**src/rtl/uart_cmd_pkg.sv**
```systemverilog
// Shared types and constants for the UART command-frame controller.
package uart_cmd_pkg;

    typedef enum logic [2:0] {
        StIdle,
        StGetAddr,
        StGetDhi,
        StGetDlo,
        StGetCks,
        StCommit
    } state_e;

    localparam logic [2:0] BAUD_9600   = 3'd0;
    localparam logic [2:0] BAUD_19200  = 3'd1;
    localparam logic [2:0] BAUD_38400  = 3'd2;
    localparam logic [2:0] BAUD_57600  = 3'd3;
    localparam logic [2:0] BAUD_115200 = 3'd4;
    localparam logic [2:0] BAUD_MAX    = BAUD_115200;

    localparam logic [7:0] DEF_HDR_BYTE  = 8'h55;
    localparam logic [7:0] DEF_BAUD_ADDR = 8'hFF;

    function automatic logic [7:0] frame_cks(input logic [7:0] a, input logic [7:0] b,
                                             input logic [7:0] c);
        return a + b + c;
    endfunction

    // A baud byte is only accepted if the upper bits are clear and the code is in range.
    function automatic logic baud_valid(input logic [7:0] v);
        return (v[7:3] == 5'd0) && (v[2:0] <= BAUD_MAX);
    endfunction

endpackage

```
**src/rtl/uart_cmd_timeout.sv**
```systemverilog
// Inter-byte timeout counter: cleared on demand, counts while enabled, saturates at the limit.
module uart_cmd_timeout #(
    parameter int unsigned TIMEOUT_CYC = 50000
) (
    input  logic Clk,
    input  logic Reset,
    input  logic clear,
    input  logic enable,
    output logic expired
);

    localparam int unsigned CW = $clog2(TIMEOUT_CYC + 1);
    localparam logic [CW-1:0] LIMIT = CW'(TIMEOUT_CYC);

    logic [CW-1:0] cnt_q;

    always_ff @(posedge Clk) begin
        if (Reset) begin
            cnt_q <= '0;
        end else if (clear) begin
            cnt_q <= '0;
        end else if (enable && (cnt_q != LIMIT)) begin
            cnt_q <= cnt_q + CW'(1);
        end
    end

    assign expired = (cnt_q == LIMIT);

endmodule

```
**src/rtl/uart_cmd_ctrl.sv**
```systemverilog
// Frame-level command controller: assembles HDR/ADDR/DHI/DLO/CKS frames from the byte
// receiver, issues register writes, and owns the receiver's baud_set.
module uart_cmd_ctrl
    import uart_cmd_pkg::*;
#(
    parameter logic [2:0]  DEFAULT_BAUD = BAUD_115200,
    parameter int unsigned TIMEOUT_CYC  = 50000,
    parameter logic [7:0]  HDR_BYTE     = DEF_HDR_BYTE,
    parameter logic [7:0]  BAUD_ADDR    = DEF_BAUD_ADDR
) (
    input  logic        Clk,
    input  logic        Reset,
    input  logic [7:0]  rx_data,
    input  logic        rx_done,
    output logic [2:0]  baud_set,
    output logic        wr_en,
    output logic [7:0]  wr_addr,
    output logic [15:0] wr_data,
    output logic        frame_err,
    output logic [7:0]  err_cnt,
    output logic        busy
);

    state_e     state_q;
    logic [7:0] addr_q, dhi_q, dlo_q;
    logic       in_get;
    logic       to_clear;
    logic       expired;

    assign in_get   = (state_q == StGetAddr) || (state_q == StGetDhi) ||
                      (state_q == StGetDlo) || (state_q == StGetCks);
    // Clearing outside GET_* guarantees every frame starts its first gap from zero.
    assign to_clear = rx_done || !in_get;

    uart_cmd_timeout #(
        .TIMEOUT_CYC (TIMEOUT_CYC)
    ) u_timeout (
        .Clk     (Clk),
        .Reset   (Reset),
        .clear   (to_clear),
        .enable  (in_get),
        .expired (expired)
    );

    always_ff @(posedge Clk) begin
        if (Reset) begin
            state_q   <= StIdle;
            busy      <= 1'b0;
            baud_set  <= DEFAULT_BAUD;
            wr_en     <= 1'b0;
            wr_addr   <= 8'h00;
            wr_data   <= 16'h0000;
            frame_err <= 1'b0;
            err_cnt   <= 8'h00;
            addr_q    <= 8'h00;
            dhi_q     <= 8'h00;
            dlo_q     <= 8'h00;
        end else begin
            wr_en     <= 1'b0;
            frame_err <= 1'b0;
            if (frame_err && (err_cnt != 8'hFF)) begin
                err_cnt <= err_cnt + 8'd1;
            end

            case (state_q)
                StIdle: begin
                    if (rx_done && (rx_data == HDR_BYTE)) begin
                        state_q <= StGetAddr;
                        busy    <= 1'b1;
                    end
                end
                StGetAddr, StGetDhi, StGetDlo: begin
                    if (rx_done) begin
                        if (state_q == StGetAddr) begin
                            addr_q  <= rx_data;
                            state_q <= StGetDhi;
                        end else if (state_q == StGetDhi) begin
                            dhi_q   <= rx_data;
                            state_q <= StGetDlo;
                        end else begin
                            dlo_q   <= rx_data;
                            state_q <= StGetCks;
                        end
                    end else if (expired) begin
                        state_q   <= StIdle;
                        busy      <= 1'b0;
                        frame_err <= 1'b1;
                    end
                end
                StGetCks: begin
                    if (rx_done) begin
                        if (rx_data == frame_cks(addr_q, dhi_q, dlo_q)) begin
                            state_q <= StCommit;
                        end else begin
                            state_q   <= StIdle;
                            busy      <= 1'b0;
                            frame_err <= 1'b1;
                        end
                    end else if (expired) begin
                        state_q   <= StIdle;
                        busy      <= 1'b0;
                        frame_err <= 1'b1;
                    end
                end
                StCommit: begin
                    state_q <= StIdle;
                    busy    <= 1'b0;
                    if (addr_q != BAUD_ADDR) begin
                        wr_en   <= 1'b1;
                        wr_addr <= addr_q;
                        wr_data <= {dhi_q, dlo_q};
                    end else if (baud_valid(dlo_q)) begin
                        baud_set <= dlo_q[2:0];
                    end else begin
                        frame_err <= 1'b1;
                    end
                end
                default: begin
                    state_q <= StIdle;
                    busy    <= 1'b0;
                end
            endcase
        end
    end

endmodule

```
**config.mk**
```make
export PLATFORM = sky130hd
export DESIGN_NAME = uart_cmd_ctrl
export DESIGN_NICKNAME = d
export VERILOG_FILES = /design/src/rtl/uart_cmd_pkg.sv /design/src/rtl/uart_cmd_timeout.sv /design/src/rtl/uart_cmd_ctrl.sv
export SDC_FILE = /design/constraint.sdc
export NUM_CORES = 1
export LEC_CHECK = 0
export ABC_AREA = 1
export BUFFER_PORTS_ARGS = -buffer_cell sky130_fd_sc_hd__buf_2
export CAP_MARGIN = 20
export CORE_MARGIN = 4
export CORE_UTILIZATION = 52
export CTS_CLUSTER_DIAMETER = 150
export CTS_CLUSTER_SIZE = 12
export DETAILED_ROUTE_END_ITERATION = 7
export HOLD_SLACK_MARGIN = 0.02
export PLACE_DENSITY = 0.75
export SLEW_MARGIN = 20
export SYNTH_ARGS = -nofsm -noshare
export SYNTH_HDL_FRONTEND = slang
export SYNTH_SLANG_ARGS = --single-unit
```
**constraint.sdc**
```tcl
create_clock -name Clk -period 2.54 [get_ports Clk]
set_input_delay 0.254 -clock Clk [delete_from_list [all_inputs] [get_ports Clk]]
set_output_delay 0.254 -clock Clk [all_outputs]
set_load 0.1 [all_outputs]
```
### After elaboration in Yosys (flattened, before gate mapping)

Cells that the tools add are included.

* bits in registers: 81
* bits of input ports: 11
* output and inout port bits: 38
* word-level logic and storage cells: 77

* add/sub/neg operators: 4
* order comparisons: 1
* equal/unequal tests: 14
* multiplexer cells: 22
* bitwise logic cells: 4
* reduce and logical (&&, ||, !) cells: 20

Operators with widths (count)
* 2-to-1 mux 3 bit: 7
* adder 16 x 1 -> 16 bit, second input constant: 1
* adder 8 bit: 2
* == test 16 bit, second input constant: 1
* inequality test 16 bit, second input constant: 1
* inequality test 8 bit, second input constant: 2
* 2-to-1 mux 1 bit: 12
* case mux 3 bit (3 select lines): 1
* AND reduction 3 bit: 3
* adder 8 x 1 -> 8 bit, second input constant: 1
* == test 8 x 7 -> 1 bit, second input constant: 1
* == test 8 bit: 1
* AND reduction 4 bit: 2
* == test 3 x 2 -> 1 bit, second input constant: 2
* == test 3 bit, second input constant: 2
* case mux 1 bit (3 select lines): 2
* zero test 5 bit: 1
* logical AND 1 bit: 4
* logical OR 1 bit: 4
* inequality test 2 bit, second input constant: 2
* NOT 1 bit: 4
* OR reduction 2 bit: 2
* == test 3 x 1 -> 1 bit, second input constant: 1
* <= comparator 3 bit, second input constant: 1
* other kinds (5): 5

### Logic depth before layout (Yosys ltp)

Gate-level depths: netlist (run 1).

* depth after elaboration: 7
* mapped depth: 17
* depth with buffers taken out: 16

### By module

From an unflattened synthesis (run 1), not the netlist that was laid out.

* cell total of the unflattened synthesis: 617
* area total of the unflattened synthesis: 4398.0 sq um

By module, submodules not included
* uart_cmd_ctrl: times used 1, cells each 421, area an instance 3238.1 sq um, seq. area each 1301.2 sq um
* uart_cmd_timeout: times used 1, cells each 196, area an instance 1159.9 sq um, seq. area each 320.3 sq um

### Worst setup path before layout (run 1)

Ideal clock, no wire load.

* kind: register to register
* start: reg addr_q[1]
* end: reg frame_err
* library setup time: 115 ps
* arrival: 2266 ps
* data required time: 2425 ps
* setup slack: 159 ps
* stages on the path, launching flop included: 13
* buffers on the path: 0
* clock period less this slack: 2381 ps
* path through: dfxtp_1 > fa_1 > ha_1 > fa_1 > xnor2_1 > nand2_1 > nand2_1 > nand3_1 > nor2_1 > nand3_1 > nand2_1 > nor2_1 > o21a_1

* longest elaborated chain between the ends: 6
* elaborated cells on any way between the ends: 8
* those cells by class: 2 x add/sub; 2 x eq/ne; 4 x mux

Ends and longest elaborated chain
* from (decl): line uart_cmd_ctrl.sv:25 `logic [7:0] addr_q, dhi_q, dlo_q;`
* from (signal assigned): line uart_cmd_ctrl.sv:75 `addr_q <= rx_data;`
* adder 8 bit (2 in series): line uart_cmd_pkg.sv:25 `return a + b + c;`
* == test 8 bit: line uart_cmd_ctrl.sv:92 `if (rx_data == frame_cks(addr_q, dhi_q, dlo_q)) begin`
* 2-to-1 mux 1 bit: line uart_cmd_ctrl.sv:92
* 2-to-1 mux 1 bit: line uart_cmd_ctrl.sv:91 `if (rx_done) begin`
* case mux 1 bit (3 select lines) *: line uart_cmd_ctrl.sv:65 `case (state_q)`
* to (signal assigned): line uart_cmd_ctrl.sv:87 `frame_err <= 1'b1;`
* to (signal assigned): line uart_cmd_ctrl.sv:97 `frame_err <= 1'b1;`
* to (signal assigned): line uart_cmd_ctrl.sv:102 `frame_err <= 1'b1;`
* to (decl): line uart_cmd_ctrl.sv:19 `output logic frame_err,`

Mark *: on every way between the ends. The rest lies on a longest branch, timed or not.
A chain may end at the register's enable or synchronous reset.

### Final worst setup path (run 1)

* start: reg dhi_q[1]
* end: reg frame_err

* longest elaborated chain between the ends: 6

Ends and longest elaborated chain
* from (decl): line uart_cmd_ctrl.sv:25
* from (signal assigned): line uart_cmd_ctrl.sv:78 `dhi_q <= rx_data;`
* adder 8 bit (2 in series): line uart_cmd_pkg.sv:25
* == test 8 bit: line uart_cmd_ctrl.sv:92
* 2-to-1 mux 1 bit: line uart_cmd_ctrl.sv:92
* 2-to-1 mux 1 bit: line uart_cmd_ctrl.sv:91
* case mux 1 bit (3 select lines): line uart_cmd_ctrl.sv:65

Every way passes these cells.

==> out/metrics.csv, run 1 <==
metric;value;unit
status;finished, final reports clean;
Post-CTS Hold Fix Bufs;0;
Max Transition Viols Final;0;
worst vdd ir;246.9;uV
Power Dens Cells;486.5;nW/um^2
Layout Nets;637;
CTS tree;built;
Leak Pwr;2.057;nW
Post-synth EDFFs;0;
Inserted Diodes;0;
Top FF cell, synth;dfxtp_1;
Post-Syn Area;4048;sq um
CTS Buf Count;9;
clk root buf;clkbuf_8;
top-area cell type share of the netlist area;40.06;%
Synth cell types;37;
Final Core Density;63.03;%
drt drc;0;
Yosys warnings;0;
Hold Path Class;in -> reg;
Avg Inst Size Synth;7.333;sq um
RSZ-0062 raised after global routing;true;
count of final setup violators;0;
Iter 0 DRT Violations;228;
Syn Nets;580;
initial core utilization;54.64;%
final WL;10.05;mm
Reg clk slew, reported paths;0.09;ns
clock sinks;81;
worst reg-to-reg path cell count;12;
crit start category;flip-flop;
FF-to-FF End;frame_err$_SDFF_PP0_;
via count;3841;
Core Rows;31;
core footprint;7408;sq um
final hold vios;0;
most frequent cell after synthesis;dfxtp_1;
ranking of synthesized cells by area;dfxtp_1 (40%), o21ai_0 (7.8%), nand2_1 (7.3%), nor2_1 (7.1%), inv_1 (6.1%);
Die Area;9259;sq um
Post-CTS Setup Bufs;0;
share of cells above drive strength 1;17.46;%
Yosys reg bits;81;
Avg WL per Cell;14.12;um
sequential area share after synthesis;40.06;%
Final min period;2.491;ns
beginning of the worst register-to-register path;dhi_q[1]$_SDFFE_PP0P_;
routability cong.;0.8713;
CP Data Required Time;2.80;ns
first-pass GRT wire length;16.23;mm
gr ovfl total;0;
post-synth top area cell;dfxtp_1;
max_cap viols;0;
Worst Max-Slew Pin Slew;0.4892;ns
Routed Antenna Nets;0;
Endpoint, Worst Hold;busy$_SDFFE_PP0P_;
pin count of the biggest net entering global routing;57;
Max Fclk;0.4015;GHz
1st-pass router iterations;5;
Die X;96.23;um
Skew-Pair Late Insertion Delay;0.37;ns
arrival time worst endpoint;2.75;ns
PortBufs;48;
cell count after synthesis;552;
Tot Pwr;2.272;mW
Total GRT Usage;22.75;%
Worst R2R Setup Slack;0.05;ns
Area Growth Syn to Fin;15.36;%
Post-Route Setup TNS;0;ns
post-route clock period utilization;98.06;%
Hold Startpoint;Reset;
Critical Path Fanout Max;4;
element type at the critical path end;flip-flop;
Hold Path Stages;2;
dpl hpwl;7.322;mm
vias in the first global route;3460;
io pins;49;
FFs w/ async S/R, synth;0;%
Post-CTS Resized;0;
Post-synth top cells;dfxtp_1 (81), nand2_1 (79), nor2_1 (77);
CTS Buffer Depth;2;
initial antenna violation count;0;
Setup Skew;0.01160;ns
H-tree depth;3;
vias per cell;5.395;
crit path kind;reg -> reg;
Slew HR;67.61;%
Die H;96.23;um
-- worst max-delay path, stage by stage, from the launching register on --
cell     delay [ns]
dfxtp_2        0.34
fa_1           0.51
ha_4           0.19
fa_2           0.40
xnor2_1        0.18
nand2_1        0.07
nand2_1        0.09
nand3_2        0.09
nor2_4         0.13
nand3_2        0.08
nand2_2        0.08
nor2_1         0.05
o21a_1         0.15
-- metrics by stage --
step | setup WS (ns) | cells | area [sq um] | hold slack, ns
3_3_place_gp | 0.09149 | 697 | 4442 | 0.4521
2_1_floorplan | 0.1591 | 552 | 4048 | 0.3889
3_5_place_dp | 0.02961 | 697 | 4442 | 0.4630
4_1_cts | 0.01070 | 712 | 4627 | 0.1894
5_1_grt | -0.04942 | 712 | 4669 | 0.2006
6_report | 0.04922 | 712 | 4669 | 0.2021
-- area by class of cell --
| class | count | area (sq um) |
|---|---|---|
| flip-flops and latches | 81 | 1623 |
| repair buffers | 61 | 337.8 |
| inverters | 74 | 291.5 |
| clock inverters | 5 | 57.56 |
| multi-input cells | 382 | 2108 |
| fillers | 654 | 2739 |
| well taps | 99 | 123.9 |
| clock buffers | 10 | 127.6 |
-- per-layer routing --
metal,wire length [um],GRT usage (%)
met1,4599,30.98
met2,4539,35.14
met3,718,5.082
met4,194,8.531
met5,0,0
-- flip-flops by register name, summed over array words and instances, names as in the netlist --
| signal | count |
|---|---|
| busy | 1 |
| wr_en | 1 |
| addr_q | 8 |
| dlo_q | 8 |
| frame_err | 1 |
| u_timeout.cnt_q | 16 |
| baud_set | 3 |
| wr_data | 16 |
| wr_addr | 8 |
| state_q | 3 |
| err_cnt | 8 |
| dhi_q | 8 |
-- worst max path at each step --
| stage | from | end | cells past startpoint |
|---|---|---|---|
| 2_1_floorplan | addr_q[1]$_SDFFE_PP0P_ | frame_err$_SDFF_PP0_ | 12 |
| 3_3_place_gp | addr_q[1]$_SDFFE_PP0P_ | frame_err$_SDFF_PP0_ | 12 |
| 3_5_place_dp | addr_q[1]$_SDFFE_PP0P_ | frame_err$_SDFF_PP0_ | 12 |
| 4_1_cts | addr_q[1]$_SDFFE_PP0P_ | frame_err$_SDFF_PP0_ | 12 |
| 5_1_grt | dhi_q[1]$_SDFFE_PP0P_ | busy$_SDFFE_PP0P_ | 12 |
| 6_report | dhi_q[1]$_SDFFE_PP0P_ | frame_err$_SDFF_PP0_ | 12 |
-- cells in the final DEF (no fill, tap or decap), types with 7 or more instances in the layout --
| master | n |
|---|---|
| buf_4 | 13 |
| nand3_1 | 22 |
| a21oi_1 | 48 |
| fa_1 | 7 |
| inv_1 | 66 |
| buf_2 | 48 |
| xor2_1 | 7 |
| nand4_1 | 14 |
| clkbuf_8 | 9 |
| nand2_1 | 78 |
| nor2_1 | 76 |
| ha_1 | 7 |
| nor3_1 | 16 |
| dfxtp_1 | 80 |
| o21ai_0 | 63 |
-- power by group --
| group | switching, mW | internal [mW] | total (mW) | leakage [nW] |
|---|---|---|---|---|
| clock | 0.481 | 0.449 | 0.930 | 0.0961 |
| sequential | 0.000306 | 1.27 | 1.27 | 0.653 |
| combinational | 0.0512 | 0.0214 | 0.0726 | 1.31 |
| total | 0.533 | 1.74 | 2.27 | 2.06 |
-- kinds of logic (layout without fill, tap and decap cells) --
logic type      Yosys count  in the layout  synth area share (%)
fa+ha+maj                17             17                 6.739
xor+xnor                 12             12                 2.597
simple gates            229            229                 25.56
compound gates          124            124                 16.17
flops                    81             81                 40.06
buf+inv                  89            150                 8.872
Note: power is estimated with default switching activity, not from simulation.
==> inputs of run 2 (changes only) <==
--- a/config.mk
+++ b/config.mk
@@ -9,13 +9,14 @@
 export BUFFER_PORTS_ARGS = -buffer_cell sky130_fd_sc_hd__buf_2
 export CAP_MARGIN = 20
 export CORE_MARGIN = 4
-export CORE_UTILIZATION = 52
+export CORE_UTILIZATION = 53
 export CTS_CLUSTER_DIAMETER = 150
 export CTS_CLUSTER_SIZE = 12
 export DETAILED_ROUTE_END_ITERATION = 7
 export HOLD_SLACK_MARGIN = 0.02
-export PLACE_DENSITY = 0.75
+export PLACE_DENSITY = 0.76
 export SLEW_MARGIN = 20
 export SYNTH_ARGS = -nofsm -noshare
 export SYNTH_HDL_FRONTEND = slang
+export SYNTH_HIERARCHICAL = 1
 export SYNTH_SLANG_ARGS = --single-unit
==> run 2 against run 1 <==
  * Synthesized cell count increased by 12%
  * Sequential share of layout area fell by 1.6 points
  * Clock skew grew 0.0021 ns
  * Design area grew 5.0%
  * Synthesized area up 8.7%
  * Largest cell class unchanged
  * Largest power group unchanged
==> out/metrics.csv, run 2 <==
metric;value;unit
Power Dens Cells;462.2;nW/um^2
via count;4071;
Internal;1.686;mW
final WL;10.76;mm
Avg Inst Size Synth;7.128;sq um
CP Buf/Inv Count;2;
RSZ-0062 raised after global routing;true;
post-synth top area cell;dfxtp_1;
Worst R2R Setup Slack;0.04;ns
Critical Path Fanout Max;2;
Final Core Density;62.17;%
Routed Antenna Nets;0;
Max Transition Viols Final;0;
Hold Startpoint;rx_data[3];
PortBufs;48;
Total GRT Usage;22.49;%
Clk network pwr share;40.4;%
first-pass GRT wire length;18.10;mm
Syn Nets;645;
max_cap viols;0;
Post-Syn Area;4398;sq um
Die H;99.10;um
count of final setup violators;0;
Synth cell types;42;
Fin Hold WS;0.1842;ns
Die X;99.10;um
CP Data Required Time;2.85;ns
Hold Path Class;in -> reg;
vias per cell;5.280;
Core Rows;32;
ranking of synthesized cells by area;dfxtp_1 (37%), nand2_1 (10%), nor2_1 (6.8%), a21oi_1 (5.5%), inv_1 (5.2%);
post-route clock period utilization;98.60;%
Post-synth EDFFs;0;
met2 Use GR;34.97;%
pin count of the biggest net entering global routing;29;
Yosys reg bits;81;
element type at the critical path end;flip-flop;
drt drc;0;
Area Growth Syn to Fin;11.49;%
CTS tree;built;
Max Fclk;0.3993;GHz
Logic pwr share;3.5;%
final hold vios;0;
GR peak layer;met2;
initial antenna violation count;0;
most common cell after layout, fill and taps aside;nand2_1;
cell count after synthesis;617;
filler instances;718;
Setup Skew;0.01366;ns
Skew-Pair Late Insertion Delay;0.36;ns
Post-synth top cells;nand2_1 (123), dfxtp_1 (81), nor2_1 (80);
most frequent cells in the layout;nand2_1 (123), nor2_1 (80), dfxtp_1 (79), inv_1 (61), buf_2 (48);
Slew HR;63.11;%
1st-pass router iterations;5;
slowest CP cell;fa_1;
Yosys warnings;6;
Net Switching;0.5803;mW
Avg WL per Cell;13.96;um
Top FF cell, synth;dfxtp_1;
Tot Pwr;2.266;mW
Post-Route Setup TNS;0;ns
H-tree depth;3;
Endpoint, Worst Hold;dhi_q[3]$_SDFFE_PP0P_;
most frequent cell after synthesis;nand2_1;
crit path kind;reg -> reg;
Inserted Diodes;0;
Die Area;9820;sq um
FF-to-FF End;state_q[0]$_SDFFE_PP0P_;
clock sinks;81;
Iter 0 DRT Violations;278;
Top Family by Delay on Critical Path;adder cells;
status;finished, final reports clean;
met1 Resource Use GR;30.89;%
arrival time worst endpoint;2.81;ns
sequential area share after synthesis;36.87;%
Largest regs;u_timeout/cnt_q x16, wr_data x16;
io pins;49;
clk root buf;clkbuf_8;
worst vdd ir;354.5;uV
Final min period;2.505;ns
FFs w/ async S/R, synth;0;%
sequential power share;56.0;%
beginning of the worst register-to-register path;addr_q[1]$_SDFFE_PP0P_;
Layout Nets;692;
top-area cell type share of the netlist area;36.87;%
dpl hpwl;8.056;mm
initial core utilization;55.76;%
Crit path largest cell delay;0.54;ns
worst reg-to-reg path cell count;16;
Leak Pwr;2.148;nW
core footprint;7888;sq um
CTS Buf Count;9;
Worst Max-Slew Pin Slew;0.5527;ns
routability cong.;0.9224;
Sw Share;25.60;%
share of cells above drive strength 1;19.43;%
vias in the first global route;3862;
CTS Buffer Depth;2;
Hold Path Stages;3;
Reg clk slew, reported paths;0.09;ns
gr ovfl total;0;
crit start category;flip-flop;
crit-path cells;fa_1, ha_2, fa_2, inv_1, nand2_1, nand2_1, nand3_1, nor2_1, nand2_1, nor2_4, nand3_2, nand2_2, nand3_1, nand3_1, nand2_1, inv_1;
CP dominant cell by count;nand2_1;
met3 GRT Util;4.348;%
==> run 2: layer usage <==
metal | vias to the layer above | part of all wire, % | wire length [um]
met5 | - | 0 | 0
met4 | 0 | 1.7 | 184
met3 | 19 | 6.0 | 647
met2 | 123 | 46 | 4914
met1 | 1832 | 47 | 5018
li1 | 2097 | - | -
==> run 2: final cells by class <==
type | instances | area [sq um] | area share [%]
Tap cell | 102 | 127.6 | 2.603
Timing Repair Buffer | 57 | 307.8 | 6.277
Inverter | 76 | 289.0 | 5.894
Sequential cell | 81 | 1624 | 33.12
Multi-Input combinational cell | 439 | 2367 | 48.28
Clock buffer | 10 | 137.6 | 2.807
Clock inverter | 6 | 50.05 | 1.021
==> run 2: worst max path at each step <==
stage                      startpoint                 endpoint  cells after the start
6_report       addr_q[1]$_SDFFE_PP0P_  state_q[0]$_SDFFE_PP0P_                     16
5_1_grt        addr_q[1]$_SDFFE_PP0P_  state_q[0]$_SDFFE_PP0P_                     16
3_3_place_gp   addr_q[1]$_SDFFE_PP0P_     frame_err$_SDFF_PP0_                     14
2_1_floorplan  addr_q[1]$_SDFFE_PP0P_        busy$_SDFFE_PP0P_                     13
4_1_cts        addr_q[1]$_SDFFE_PP0P_     frame_err$_SDFF_PP0_                     15
3_5_place_dp   addr_q[1]$_SDFFE_PP0P_     frame_err$_SDFF_PP0_                     15
==> run 2: per-stage QoR <==
step	cell area (sq um)	cells	worst slack, ns
2_1_floorplan	4398	617	0.2078
3_3_place_gp	4693	754	0.1016
3_5_place_dp	4693	754	0.04212
4_1_cts	4881	770	0.02746
5_1_grt	4903	771	-0.1324
6_report	4903	771	0.03546
==> run 2: power groups by stage <==
stage / Combinational [mW] / Clock [mW] / Sequential [mW]
after floorplan: 0.0474 / 0 / 1.30
after global placement: 0.0762 / 0 / 1.30
after detailed placement: 0.0776 / 0 / 1.30
after CTS: 0.0777 / 0.933 / 1.27
after global routing: 0.0876 / 1.00 / 1.27
final: 0.0797 / 0.917 / 1.27
==> run 2: cells by family (layout without fill, tap and decap cells) <==
kind of cell,count (synthesis),count (layout),share of synthesized area [%]
flip-flops,81,81,36.87
adder cells (fa/ha/maj),17,17,6.202
AND/OR/NAND/NOR,297,297,30.92
AO/OA/AOI/OAI,114,114,14.22
buffers and inverters,97,149,9.587
XOR/XNOR,11,11,2.191
==> run 2: worst min-delay path: cells and delay by family <==
family / cells / cell delay (ns)
AND/OR/NAND/NOR: 1 / 0.08
buffers and inverters: 1 / 0.12
AO/OA/AOI/OAI: 1 / 0.06
==> run 2: timing repair <==
| item | 4_1_cts | 5_1_grt |
|---|---|---|
| hold buffers | 0 | 0 |
| endpoints found under the setup margin | 0 | 4 |
| gates resized for setup | 0 | 6 |
| endpoints found under the hold margin | 0 | 0 |
| buffers inserted | 0 | 1 |
==> inputs of run 3 (changes only) <==
--- a/config.mk
+++ b/config.mk
@@ -8,13 +8,15 @@
 export ABC_AREA = 1
 export BUFFER_PORTS_ARGS = -buffer_cell sky130_fd_sc_hd__buf_2
 export CAP_MARGIN = 20
+export CELL_PAD_IN_SITES_DETAIL_PLACEMENT = 2
+export CELL_PAD_IN_SITES_GLOBAL_PLACEMENT = 2
 export CORE_MARGIN = 4
-export CORE_UTILIZATION = 53
+export CORE_UTILIZATION = 30
 export CTS_CLUSTER_DIAMETER = 150
 export CTS_CLUSTER_SIZE = 12
 export DETAILED_ROUTE_END_ITERATION = 7
 export HOLD_SLACK_MARGIN = 0.02
-export PLACE_DENSITY = 0.76
+export PLACE_DENSITY_LB_ADDON = 0.1
 export SLEW_MARGIN = 20
 export SYNTH_ARGS = -nofsm -noshare
 export SYNTH_HDL_FRONTEND = slang
==> run 3 against run 2 <==
  * Power grew 28%
  * Sequential cell count is the same
  * First-iteration DRC count shrank 24%
  * Setup slack lost 0.090 ns
  * Largest cell class unchanged
  * Register-to-register slack lost 0.09 ns
  * Via count grew 5.2%
  * Final cell count grew 11%
  * The run now ends with setup timing left
==> out/metrics.csv, run 3 (synthesis results as in run 2) <==
metric;value;unit
status;finished with violations;
failing checks;setup timing;
Routed Antenna Nets;0;
H-tree depth;3;
initial antenna violation count;0;
CP dominant cell by count;nand2_1;
Inserted Diodes;0;
gr ovfl total;0;
worst vdd ir;310.7;uV
final WL;14.74;mm
filler instances;1694;
clk root buf;clkbuf_16;
crit path kind;reg -> reg;
Layout Nets;700;
Setup Skew;0.007367;ns
Final min period;2.594;ns
placed cell area;4863;sq um
io pins;49;
element type at the critical path end;flip-flop;
Max Transition Viols Final;0;
arrival time worst endpoint;2.87;ns
Reg clk slew, reported paths;0.06;ns
Crit path largest cell delay;0.55;ns
Final Core Density;37.21;%
Top Family by Delay on Critical Path;adder cells;
Fin Hold WS;0.2138;ns
PortBufs;48;
1st-pass router iterations;4;
setup slack after layout;-0.05444;ns
share of cells above drive strength 1;20.68;%
worst reg-to-reg path cell count;14;
final hold vios;0;
initial core utilization;31.20;%
crit start category;flip-flop;
Skew-Pair Late Insertion Delay;0.35;ns
Power Dens Cells;551.3;nW/um^2
Core Rows;43;
Die H;129.1;um
slowest CP cell;fa_1;
Total GRT Usage;18.49;%
Logic pwr share;3.0;%
Die X;129.1;um
clock sinks;81;
Worst R2R Setup Slack;-0.05;ns
pin count of the biggest net entering global routing;40;
dpl hpwl;11.15;mm
Net Switching;0.6294;mW
Post-Place Worst Slack;-0.02854;ns
Worst Max-Slew Pin Slew;0.6713;ns
Area Growth Syn to Fin;19.26;%
routability cong.;0.7982;
most frequent cells in the layout;nand2_1 (122), nor2_1 (80), dfxtp_1 (80), inv_1 (60), buf_2 (48);
Iter 0 DRT Violations;211;
Die Area;16660;sq um
sequential power share;44.0;%
Hold Startpoint;rx_data[5];
Leak Pwr;2.272;nW
RSZ-0062 raised after global routing;true;
Max Fclk;0.3854;GHz
core footprint;14100;sq um
Critical Path Fanout Max;2;
crit-path cells;fa_1, ha_2, fa_1, inv_1, nand2_1, nand2_1, nand3_1, nor2_1, nand2_1, nor2_4, nand4_1, nand2_1, nand2_1, a21oi_2;
drt drc;0;
beginning of the worst register-to-register path;addr_q[1]$_SDFFE_PP0P_;
most common cell after layout, fill and taps aside;nand2_1;
CTS Buffer Depth;2;
Largest regs;u_timeout/cnt_q x16, wr_data x16;
post-route clock period utilization;102.1;%
CTS Buf Count;9;
Slew HR;55.14;%
max_cap viols;0;
Clk network pwr share;53.0;%
count of final setup violators;4;
CTS tree;built;
Sw Share;21.77;%
Internal;2.262;mW
Avg WL per Cell;17.20;um
CP Data Required Time;2.82;ns
Post-CTS Hold Fix Bufs;0;
via count;4284;
Hold Path Class;in -> reg;
CP Buf/Inv Count;1;
final instance area;5245;sq um
Post-Route Setup TNS;-0.1860;ns
vias in the first global route;4610;
Endpoint, Worst Hold;dhi_q[5]$_SDFFE_PP0P_;
FF-to-FF End;busy$_SDFFE_PP0P_;
first-pass GRT wire length;24.25;mm
Hold Path Stages;3;
vias per cell;4.999;
[run 3: metrics by stage]
stage / cells / power (mW)
after global routing: 857 / 2.998
after CTS: 856 / 2.940
final: 857 / 2.892
after detailed placement: 840 / 1.388
after floorplan: 617 / 1.349
after global placement: 840 / 1.386
[run 3: layout make-up]
class,instances,area (sq um),share of cell area (%)
clock buffers,10,229.0,4.365
clock inverters,6,116.4,2.219
inverters,76,289.0,5.510
multi-input cells,439,2382,45.42
flip-flops and latches,81,1623,30.94
well taps,180,225.2,4.294
repair buffers,65,380.4,7.252
[run 3: how the worst max path moves through the flow]
| stage | startpoint | endpoint | slack [ns] | depth (start not counted) |
|---|---|---|---|---|
| global placement | addr_q[1]$_SDFFE_PP0P_ | frame_err$_SDFF_PP0_ | 0.05 | 14 |
| global route | addr_q[1]$_SDFFE_PP0P_ | state_q[0]$_SDFFE_PP0P_ | -0.25 | 16 |
| floorplan | addr_q[1]$_SDFFE_PP0P_ | busy$_SDFFE_PP0P_ | 0.21 | 13 |
| finish | addr_q[1]$_SDFFE_PP0P_ | busy$_SDFFE_PP0P_ | -0.05 | 14 |
| detailed placement | addr_q[1]$_SDFFE_PP0P_ | state_q[0]$_SDFFE_PP0P_ | -0.03 | 15 |
| CTS | addr_q[1]$_SDFFE_PP0P_ | busy$_SDFFE_PP0P_ | -0.03 | 14 |
[run 3: timing repair]
item,4_1_cts,5_1_grt
pin swaps,1,0
resized for setup,5,4
buffers inserted,0,1
setup endpoints to repair,4,4
[run 3: power by group through the flow]
stage / Combinational, mW / Sequential [mW] / Clock (mW)
global placement: 0.0860 / 1.30 / 0
detailed placement: 0.0884 / 1.30 / 0
floorplan: 0.0474 / 1.30 / 0
finish: 0.0881 / 1.27 / 1.53
global route: 0.0996 / 1.27 / 1.63
CTS: 0.0899 / 1.27 / 1.58
[run 3: metal layers]
metal	global-route usage [%]	wire length [um]	part of all wire [%]
met1	25.66	7391	50
met2	29.51	6651	45
met3	3.256	483	3.3
met4	5.497	216	1.5
met5	0	0	0
[run 3: worst reg2reg max path, cell delays in order (launching register included)]
cell,delay [ns]
dfxtp_2,0.33
fa_1,0.55
ha_2,0.20
fa_1,0.44
inv_1,0.09
nand2_1,0.06
nand2_1,0.06
nand3_1,0.07
nor2_1,0.10
nand2_1,0.09
nor2_4,0.11
nand4_1,0.13
nand2_1,0.11
nand2_1,0.07
a21oi_2,0.12
